==> src/rtl/csa_reset_ctrl.sv <==
// ---------------------------------------------------------------------------
// csa_reset_ctrl
//
// Per-channel sequencer for a charge-sensitive amplifier (CSA) front end.
// A qualified discriminator hit starts a sequence:
//   IDLE -> HOLD (hold_delay cycles) -> SAMPLE (ADC handshake) -> RESET -> IDLE
// During RESET the CSA is held at its DC level by csa_reset. A power-on /
// reset_n sequence also parks the CSA in RESET for POR_RESET_CYCLES cycles.
//
// Optional feature (compile-time macro CSA_PERIODIC_RESET_EN):
//   when defined, a 24-bit idle counter forces a RESET after periodic_cycles
//   consecutive IDLE cycles (periodic_cycles = 0 disables it). When the macro
//   is undefined, periodic_cycles is ignored.
//
// Parameters:
//   POR_RESET_CYCLES  csa_reset cycles issued after reset_n release (1..65535)
//   ADC_TIMEOUT       max SAMPLE cycles waiting for adc_done       (1..65535)
//
// Ports:
//   clk              in   single clock, all state on the rising edge
//   reset_n          in   synchronous active-low reset
//   enable           in   channel enable, gates only the IDLE exit on a hit
//   hit              in   discriminator level, synchronous to clk
//   hold_delay[3:0]  in   cycles from hit detection to sample request
//   reset_length[7:0] in  csa_reset pulse length (0 behaves as 1)
//   periodic_cycles[23:0] in  IDLE cycles before a periodic reset (0 = off)
//   adc_done         in   ADC acknowledge of sample_req
//   sample_req       out  request ADC conversion of the CSA output
//   csa_reset        out  CSA reset drive (high = held at DC level)
//   busy             out  high whenever the sequencer is not in IDLE
//   missed_hits[7:0] out  saturating count of hit rising edges while busy
//   timeout_flag     out  sticky, set when SAMPLE times out
// ---------------------------------------------------------------------------
module csa_reset_ctrl #(
  parameter int POR_RESET_CYCLES = 16,
  parameter int ADC_TIMEOUT      = 255
) (
  input  logic        clk,
  input  logic        reset_n,
  input  logic        enable,
  input  logic        hit,
  input  logic [3:0]  hold_delay,
  input  logic [7:0]  reset_length,
  input  logic [23:0] periodic_cycles,
  input  logic        adc_done,
  output logic        sample_req,
  output logic        csa_reset,
  output logic        busy,
  output logic [7:0]  missed_hits,
  output logic        timeout_flag
);

  localparam logic [1:0] ST_IDLE   = 2'd0;
  localparam logic [1:0] ST_HOLD   = 2'd1;
  localparam logic [1:0] ST_SAMPLE = 2'd2;
  localparam logic [1:0] ST_RESET  = 2'd3;

  localparam logic [15:0] POR_LOAD     = 16'(POR_RESET_CYCLES);
  localparam logic [15:0] TIMEOUT_LOAD = 16'(ADC_TIMEOUT);

  logic [1:0]  state, state_n;
  logic [15:0] cnt, cnt_n;
  logic [7:0]  missed_n;
  logic        timeout_n;
  logic        hit_prev;
  logic        hit_rise;
  logic [15:0] rst_len;

  // Hits are edge-qualified so a level held across a sequence is not
  // mistaken for a new event when the sequencer returns to IDLE.
  assign hit_rise = hit & ~hit_prev;

  // A zero-length reset request still produces a single-cycle pulse.
  assign rst_len = (reset_length == 8'd0) ? 16'd1 : {8'd0, reset_length};

`ifdef CSA_PERIODIC_RESET_EN
  logic [23:0] pcnt, pcnt_n;
  logic [24:0] pcnt_inc;

  // Compare one bit wider so a periodic_cycles value lowered below the
  // running count fires immediately instead of waiting for a wrap.
  assign pcnt_inc = {1'b0, pcnt} + 25'd1;
`else
  logic unused_periodic;
  assign unused_periodic = ^periodic_cycles;
`endif

  // Single counter is reused: hold countdown, ADC timeout, reset length.
  // Each phase ends on the edge where the counter reads 1, so a load of N
  // keeps the phase visible for exactly N cycles.
  always_comb begin
    state_n   = state;
    cnt_n     = cnt;
    timeout_n = timeout_flag;
    missed_n  = missed_hits;
`ifdef CSA_PERIODIC_RESET_EN
    pcnt_n    = pcnt;
`endif

    case (state)
      ST_IDLE: begin
        if (enable && hit_rise) begin
          if (hold_delay == 4'd0) begin
            state_n = ST_SAMPLE;
            cnt_n   = TIMEOUT_LOAD;
          end else begin
            state_n = ST_HOLD;
            cnt_n   = {12'd0, hold_delay};
          end
`ifdef CSA_PERIODIC_RESET_EN
          pcnt_n = 24'd0;
        end else if ((periodic_cycles != 24'd0) &&
                     (pcnt_inc >= {1'b0, periodic_cycles})) begin
          state_n = ST_RESET;
          cnt_n   = rst_len;
          pcnt_n  = 24'd0;
        end else begin
          pcnt_n = pcnt_inc[23:0];
`endif
        end
      end

      ST_HOLD: begin
        if (cnt <= 16'd1) begin
          state_n = ST_SAMPLE;
          cnt_n   = TIMEOUT_LOAD;
        end else begin
          cnt_n = cnt - 16'd1;
        end
      end

      ST_SAMPLE: begin
        if (adc_done) begin
          state_n = ST_RESET;
          cnt_n   = rst_len;
        end else if (cnt <= 16'd1) begin
          state_n   = ST_RESET;
          cnt_n     = rst_len;
          timeout_n = 1'b1;
        end else begin
          cnt_n = cnt - 16'd1;
        end
      end

      default: begin
        if (cnt <= 16'd1) begin
          state_n = ST_IDLE;
          cnt_n   = 16'd0;
        end else begin
          cnt_n = cnt - 16'd1;
        end
      end
    endcase

    if ((state != ST_IDLE) && hit_rise && (missed_hits != 8'hFF)) begin
      missed_n = missed_hits + 8'd1;
    end
  end

  // Outputs are registered from the next state so they change on the same
  // edge as the state itself.
  always_ff @(posedge clk) begin
    if (!reset_n) begin
      state        <= ST_RESET;
      cnt          <= POR_LOAD;
      hit_prev     <= 1'b0;
      sample_req   <= 1'b0;
      csa_reset    <= 1'b1;
      busy         <= 1'b1;
      missed_hits  <= 8'd0;
      timeout_flag <= 1'b0;
`ifdef CSA_PERIODIC_RESET_EN
      pcnt         <= 24'd0;
`endif
    end else begin
      state        <= state_n;
      cnt          <= cnt_n;
      hit_prev     <= hit;
      sample_req   <= (state_n == ST_SAMPLE);
      csa_reset    <= (state_n == ST_RESET);
      busy         <= (state_n != ST_IDLE);
      missed_hits  <= missed_n;
      timeout_flag <= timeout_n;
`ifdef CSA_PERIODIC_RESET_EN
      pcnt         <= pcnt_n;
`endif
    end
  end

endmodule

==> config.mk <==
export PLATFORM = sky130hd
export DESIGN_NAME = csa_reset_ctrl
export DESIGN_NICKNAME = d
export VERILOG_FILES = /design/src/rtl/csa_reset_ctrl.sv
export SDC_FILE = /design/constraint.sdc
export NUM_CORES = 1
export LEC_CHECK = 0
export ABC_AREA = 1
export BUFFER_PORTS_ARGS = -buffer_cell sky130_fd_sc_hd__buf_2
export CAP_MARGIN = 20
export CELL_PAD_IN_SITES_DETAIL_PLACEMENT = 0
export CELL_PAD_IN_SITES_GLOBAL_PLACEMENT = 2
export CORE_ASPECT_RATIO = 0.8
export CORE_UTILIZATION = 27
export CTS_CLUSTER_SIZE = 8
export DETAILED_ROUTE_END_ITERATION = 10
export PLACE_DENSITY = 0.85
export SYNTH_ARGS = -nofsm -noshare
export SYNTH_HDL_FRONTEND = slang
export SYNTH_SLANG_ARGS = --single-unit
==> constraint.sdc <==
create_clock -name clk -period 1.9 [get_ports clk]
set_input_delay 0.285 -clock clk [delete_from_list [all_inputs] [get_ports clk]]
set_output_delay 0.285 -clock clk [all_outputs]
set_load 0.03 [all_outputs]
==> summary.txt, run 1 <==
Routing
  – Average routed wire per standard cell: 10.5 µm
  – DRT iter0 DRCs: between 60 and 70
  – DRT Wirelength: approximately 4.3 mm
  – DRC: 0
  – First-pass DRT Iterations: 4
  – Drt via density: roughly 4.3
  – Via count: approximately 1,700
  – Detail Route Antenna Nets: 0

Power and ir drop
  – Leakage: 1.11 nW
  – Max rail drop VDD: about 0.00066 V
  – Pwr/cell area: 1500 nW/µm²

Synth
  – Fraction of registers with async set/reset: 0%
  – Post-synthesis net count: between 300 and 400
  – Post-synth EDFFs: 0
  – Cell variety after synth: 34
  – Synth Area in Adders: under 10%
  – Netlist Area Pre-Place: 1910 µm²
  – Mean area per synthesized cell: 6.72 µm²
  – Most common cell in the synthesized netlist: nand2_1
  – Post-synthesis mux area share: 0%
  – Largest family of logic cells by synthesized area: simple AND/OR/NAND/NOR gates
  – Sequential area share after synthesis: around a third
  – Post-synthesis simple-gate area fraction: a little over two fifths
  – XOR/XNOR Fraction of Synth Area: ~5.5%
  – Synth top cells by count: nand2_1 (58), nor2_1 (44), dfxtp_1 (31)
  – Top-area cell type share of the netlist area: 32.5%
  – Post-Synthesis Cells: about 280
  – Area leader, netlist: dfxtp_1
  – Synth Area in Compound Gates: under 10%
  – Yosys warnings: 0
  – Synthesis-stage register bit count: 31
  – Primary FF master, synth: dfxtp_1
  – Top cells by area, synth: dfxtp_1 (33%), nand2_1 (11%), nor2_1 (8.7%), nand3_1 (6.0%), inv_1 (5.7%)

Floorplanning
  – Core ar.: 6860 µm²
  – Die Area: 7410 µm²
  – Die Height: 77.2 µm
  – Die span in x: 96.0 µm
  – Starting Density: 27.8%
  – Io pins: between 50 and 60
  – Row count: 27

Final layout
  – Multi-input logic area: roughly 1100 µm²
  – Area grow syn2layout: 18.7%
  – NumNets Final: 360
  – Share of cells above drive strength 1: between 20% and 30%
  – Final core utilization: roughly 33%
  – Diode count: 0
  – Final Non-Filler Cells: about 400
  – FF/Latch Area: 621 µm²
  – # fillers: around 760

Setup path
  – CP Launch Type: register
  – Slowest Stage Delay on Critical Path: 0.35 ns
  – Slowest CP cell: dfxtp_1
  – Data arrival, critical path: about 1.8 ns
  – Worst EP required: 2.08 ns
  – Worst reg2reg path depth: 11
  – Crit-path cells: inv_2, ha_1, inv_1, a21oi_2, nand3_4, nand2_2, nand2_4, nand2_1, nand2_1, nor2_1, nor2_1
  – FF-to-FF Start: cnt[0]$_SDFFE_PN0P_
  – Peak fanout along the critical path: 7
  – Crit. End Element: register
  – Worst path depth: 11
  – R2r setup slk: 0.23 ns
  – Critical path buffers and inverters: 2
  – Critical path class: reg2reg
  – Top delay family on crit path: simple AND/OR/NAND/NOR gates
  – R2R Path End: cnt[2]$_SDFFE_PN0P_

Status
  – Status: completed

Timing
  – Final setup vio count: 0
  – Setup_tns: 0 ns
  – Max transition margin: between 70% and 80%
  – Final hold vios: 0
  – Clock skew: between 0.005 and 0.006 ns
  – Period utilization: between 80 and 90%
  – Fmax: between 600 and 700 MHz
  – Post-layout min period: around 1.7 ns
  – Slew Viols, Final: 0
  – RSZ-0062 raised after global routing: no
  – Slew @ Worst Pin: 0.444 ns
  – Fin Hold WS: about 0.21 ns

Clock network
  – Setup Fix Bufs, Post-CTS: 0
  – CTS buffer count: 5
  – Reg clk slew, reported paths: approximately 0.07 ns
  – CTS sink cnt: 31
  – CTS root buf: clkbuf_8
  – H-tree levels: 2
  – Clk buf depth: 2
  – Post_cts resized: 0
  – CTS tree: yes
  – Clk Latency, worst-skew pair: around 0.28 ns
  – Post-CTS Hold Fix Bufs: 0

Hold path
  – WHS Path Cells: 3
  – Hold endpoint: hit_prev$_SDFF_PN0_
  – Hold Path Class: in2reg
  – Hold path startpoint: hit

Global routing
  – Initial antenna violation count: 0
  – Global-route wire length before repair: approximately 7.4 mm
  – Global route total overflow: 0
  – Vias in the first global route: ~1,600
  – GRT Overall Usage: 12.9%
  – Largest net degree at the start of global routing: 22

Placement
  – Port bufs: 28
  – Hpwl dp: about 3.2 mm
  – Placed Cells: just under 400
  – GP Congestion: about 0.78

Flow run
  – MaxCap Viol Count: 0
## sequential cells by signal, summed over array words and instances, names as in the netlist
signal	flops
sample_req	1
missed_hits	8
hit_prev	1
timeout_flag	1
csa_reset	1
busy	1
cnt	16
state	2
## layout make-up
class	instances	area share (%)
clock buffers	6	3.65
clock inverters	2	1.55
inverters	40	6.74
multi-input cells	209	49.3
flip-flops and latches	31	27.4
well taps	87	4.81
repair buffers	29	6.52
## routing by layer
layer / share of wire, % / wire (µm) / global-route usage, %
met1: 56 / 2400 / 19.2
met2: 38 / 1630 / 17.4
met3: 3.7 / 157 / 2.98
met4: 1.5 / 65 / 5.37
met5: 0 / 0 / 0
## cells by family (layout without fill, tap and decap cells)
| logic type | count (synthesis) | count (layout) |
|---|---|---|
| simple gates | 165 | 165 |
| buf+inv | 44 | 77 |
| compound gates | 29 | 29 |
| fa+ha+maj | 3 | 3 |
| flops | 31 | 31 |
| xor+xnor | 12 | 12 |
## report_power, final
group	switching [mW]	internal (mW)	total, mW
sequential	0.182	0.836	1.02
clock	0.262	0.424	0.686
combinational	1.07	0.622	1.69
total	1.52	1.88	3.40
## layout by cell type, fill, tap and decap left out, types with 2 or more instances in the layout
cell,count
ha_1,3
xor2_1,9
a21oi_1,10
nor2_1,44
nand2_2,6
inv_1,29
dfxtp_1,31
clkbuf_8,6
nor2_2,8
nor3_1,2
nand2_4,3
nand3b_1,2
o21ai_0,14
nor2_4,5
o21ai_1,2
buf_2,28
inv_2,10
nand3_1,23
nand2_1,58
nand4_1,6
xnor2_1,3
## worst max-delay path by stage
stage | from | endpoint
after floorplan | missed_hits[1]$_SDFFE_PN0P_ | missed_hits[4]$_SDFFE_PN0P_
after global placement | cnt[0]$_SDFFE_PN0P_ | cnt[7]$_SDFFE_PN0P_
after detailed placement | cnt[0]$_SDFFE_PN0P_ | cnt[2]$_SDFFE_PN0P_
after CTS | cnt[0]$_SDFFE_PN0P_ | cnt[2]$_SDFFE_PN0P_
after global routing | cnt[0]$_SDFFE_PN0P_ | cnt[2]$_SDFFE_PN0P_
final | cnt[0]$_SDFFE_PN0P_ | cnt[2]$_SDFFE_PN0P_
## through the flow
stage | setup slack [ns] | power, mW | instance area, µm²
6_report | 0.234 | 3.40 | 2260
5_1_grt | 0.0472 | 3.74 | 2260
2_1_floorplan | 0.286 | 2.41 | 1910
3_3_place_gp | 0.250 | 2.73 | 2150
3_5_place_dp | 0.244 | 2.73 | 2150
4_1_cts | 0.222 | 3.44 | 2260
## worst reg2reg max path, delay by kind of cell, from the launching register on
family | cells | cell delay (ns)
AO/OA/AOI/OAI | 1 | 0.19
AND/OR/NAND/NOR | 7 | 0.64
adder cells (fa/ha/maj) | 1 | 0.19
flip-flops | 1 | 0.35
buffers and inverters | 2 | 0.18
Power figures use the tool's default switching activity.
==> run 2, diff against run 1 <==
--- a/config.mk
+++ b/config.mk
@@ -14,7 +14,7 @@
 export CORE_UTILIZATION = 27
 export CTS_CLUSTER_SIZE = 8
 export DETAILED_ROUTE_END_ITERATION = 10
-export PLACE_DENSITY = 0.85
+export PLACE_DENSITY = 0.79
 export SYNTH_ARGS = -nofsm -noshare
 export SYNTH_HDL_FRONTEND = slang
 export SYNTH_SLANG_ARGS = --single-unit
==> run 2 against run 1 <==
Core utilization did not move. Sequential share of layout area did not move. Critical path depth fell by 1. Combinational power barely moved. Routed wire length rose by 2.1%. Power rose by 0.64%.
==> summary.txt, run 2 (synthesis results as in run 1) <==
Routing
  – First-pass DRT Iterations: 4
  – DRT Wirelength: approximately 4.3 mm
  – Via count: 1,730
  – DRT iter0 DRCs: 31
  – Detail Route Antenna Nets: 0
  – Average routed wire per standard cell: approximately 11 µm
  – Drt via density: roughly 4.3
  – DRC: 0

Placement
  – Port bufs: 28
  – Area after DPL: roughly 2100 µm²
  – GP Congestion: 0.739
  – Setup slack at placement: about 0.22 ns
  – Hpwl dp: roughly 3.3 mm
  – Placed Cells: about 400

Floorplanning
  – Io pins: 53
  – Starting Density: around 28%
  – Die span in x: between 90 and 100 µm
  – Core ar.: roughly 6900 µm²
  – Row count: 27
  – Die Height: between 70 and 80 µm
  – Die Area: 7410 µm²

Timing
  – Final hold vios: 0
  – Worst setup margin: approximately 0.22 ns
  – Fmax: approximately 590 MHz
  – Clock skew: between 0.01 and 0.015 ns
  – Final setup vio count: 0
  – Setup_tns: 0 ns
  – Slew Viols, Final: 0
  – Period utilization: between 80% and 90%
  – RSZ-0062 raised after global routing: no
  – Post-layout min period: 1.68 ns
  – Slew @ Worst Pin: 0.469 ns
  – Max transition margin: 68.7%

Global routing
  – Global-route wire length before repair: around 7.6 mm
  – Largest net degree at the start of global routing: 22
  – Vias in the first global route: between 1,500 and 2,000
  – Global route total overflow: 0
  – GRT Overall Usage: a little over an eighth
  – Initial antenna violation count: 0

Setup path
  – Worst reg2reg path depth: 10
  – Peak fanout along the critical path: 4
  – Worst EP required: between 2 and 2.5 ns
  – Critical path class: reg2reg
  – CP Launch Type: register
  – Data arrival, critical path: 1.91 ns
  – Crit. End Element: register
  – FF-to-FF Start: cnt[0]$_SDFFE_PN0P_
  – CP startpoint: cnt[0]$_SDFFE_PN0P_

Final layout
  – Top Registers: cnt (16), missed_hits (8), state (2)
  – FF/Latch Area: approximately 620 µm²
  – Diode count: 0
  – Share of cells above drive strength 1: 24.3%
  – Most frequent cells in the layout: nand2_1 (58), nor2_1 (44), dfxtp_1 (31)
  – Final Non-Filler Cells: 404
  – Multi-input logic area: between 1000 and 1500 µm²
  – NumNets Final: 360
  – Area grow syn2layout: 18.7%
  – # fillers: approximately 800
  – Register with the most flip-flops: cnt
  – Number of flip-flops in the largest register: 16
  – Post-layout instance area: between 2000 and 2500 µm²
  – Commonest non-fill, non-tap cell in the layout: nand2_1

Hold path
  – WHS Path Cells: 3
  – Hold path startpoint: hit
  – Hold Path Class: in2reg

Clock network
  – Post_cts resized: 0
  – Setup Fix Bufs, Post-CTS: 0
  – CTS buffer count: 5
  – CTS tree: yes
  – CTS sink cnt: 31
  – Clk buf depth: 2
  – Clk Latency, worst-skew pair: 0.29 ns
  – CTS root buf: clkbuf_8
  – Post-CTS Hold Fix Bufs: 0
  – Reg clk slew, reported paths: 0.08 ns
  – H-tree levels: 2

Status
  – Status: completed

Power and ir drop
  – Pwr/cell area: between 1500 and 2000 nW/µm²
  – Total power: ~3.4 mW
  – Leakage: approximately 1.1 nW
  – Max rail drop VDD: roughly 0.00071 V

Flow run
  – MaxCap Viol Count: 0
-- run 2: cell counts in the layout (fill, tap and decap cells not counted) --
Identical to the previous run, type by type.
-- run 2: metal layers --
metal	global-route usage [%]	share of wire (%)	vias to the layer above
met3	3.08	3.9	5
li1	-	-	956
met2	18.0	39	27
met1	19.7	57	742
met5	0	0	-
met4	4.03	0.99	0
-- run 2: final timing paths --
path	end	slack [ns]
setup / recovery	cnt[6]$_SDFFE_PN0P_	0.22
hold / removal	hit_prev$_SDFF_PN0_	0.20
setup reg to reg	cnt[6]$_SDFFE_PN0P_	0.22
hold reg to reg	timeout_flag$_SDFFE_PN0P_	0.48
-- run 2: area by class of cell --
type / instances / share of cell area (%)
multi-input cells: 209 / 49.3
flip-flops and latches: 31 / 27.4
inverters: 40 / 6.74
repair buffers: 29 / 6.52
well taps: 87 / 4.81
clock buffers: 6 / 3.65
clock inverters: 2 / 1.55
-- run 2: worst max-delay path, cell delays in order (launching register included) --
cell     delay (ns)
dfxtp_1        0.35
inv_2          0.10
ha_1           0.19
inv_1          0.08
a21oi_2        0.19
nand4_1        0.21
nand2_1        0.20
inv_2          0.07
nand2_1        0.10
nor2_1         0.05
nor2_1         0.07
-- run 2: through the flow --
| stage | hold slack (ns) | utilization [%] |
|---|---|---|
| after detailed placement | 0.464 | 31.3 |
| final | 0.201 | 33.0 |
| after floorplan | 0.378 | - |
| after CTS | 0.199 | 33.0 |
| after global placement | 0.465 | 31.3 |
| after global routing | 0.204 | 33.0 |
-- run 2: where the power goes --
part	switching, mW	internal [mW]	total, mW
registers	0.181	0.836	1.02
logic	1.08	0.622	1.71
clock network	0.273	0.425	0.698
total	1.54	1.88	3.42
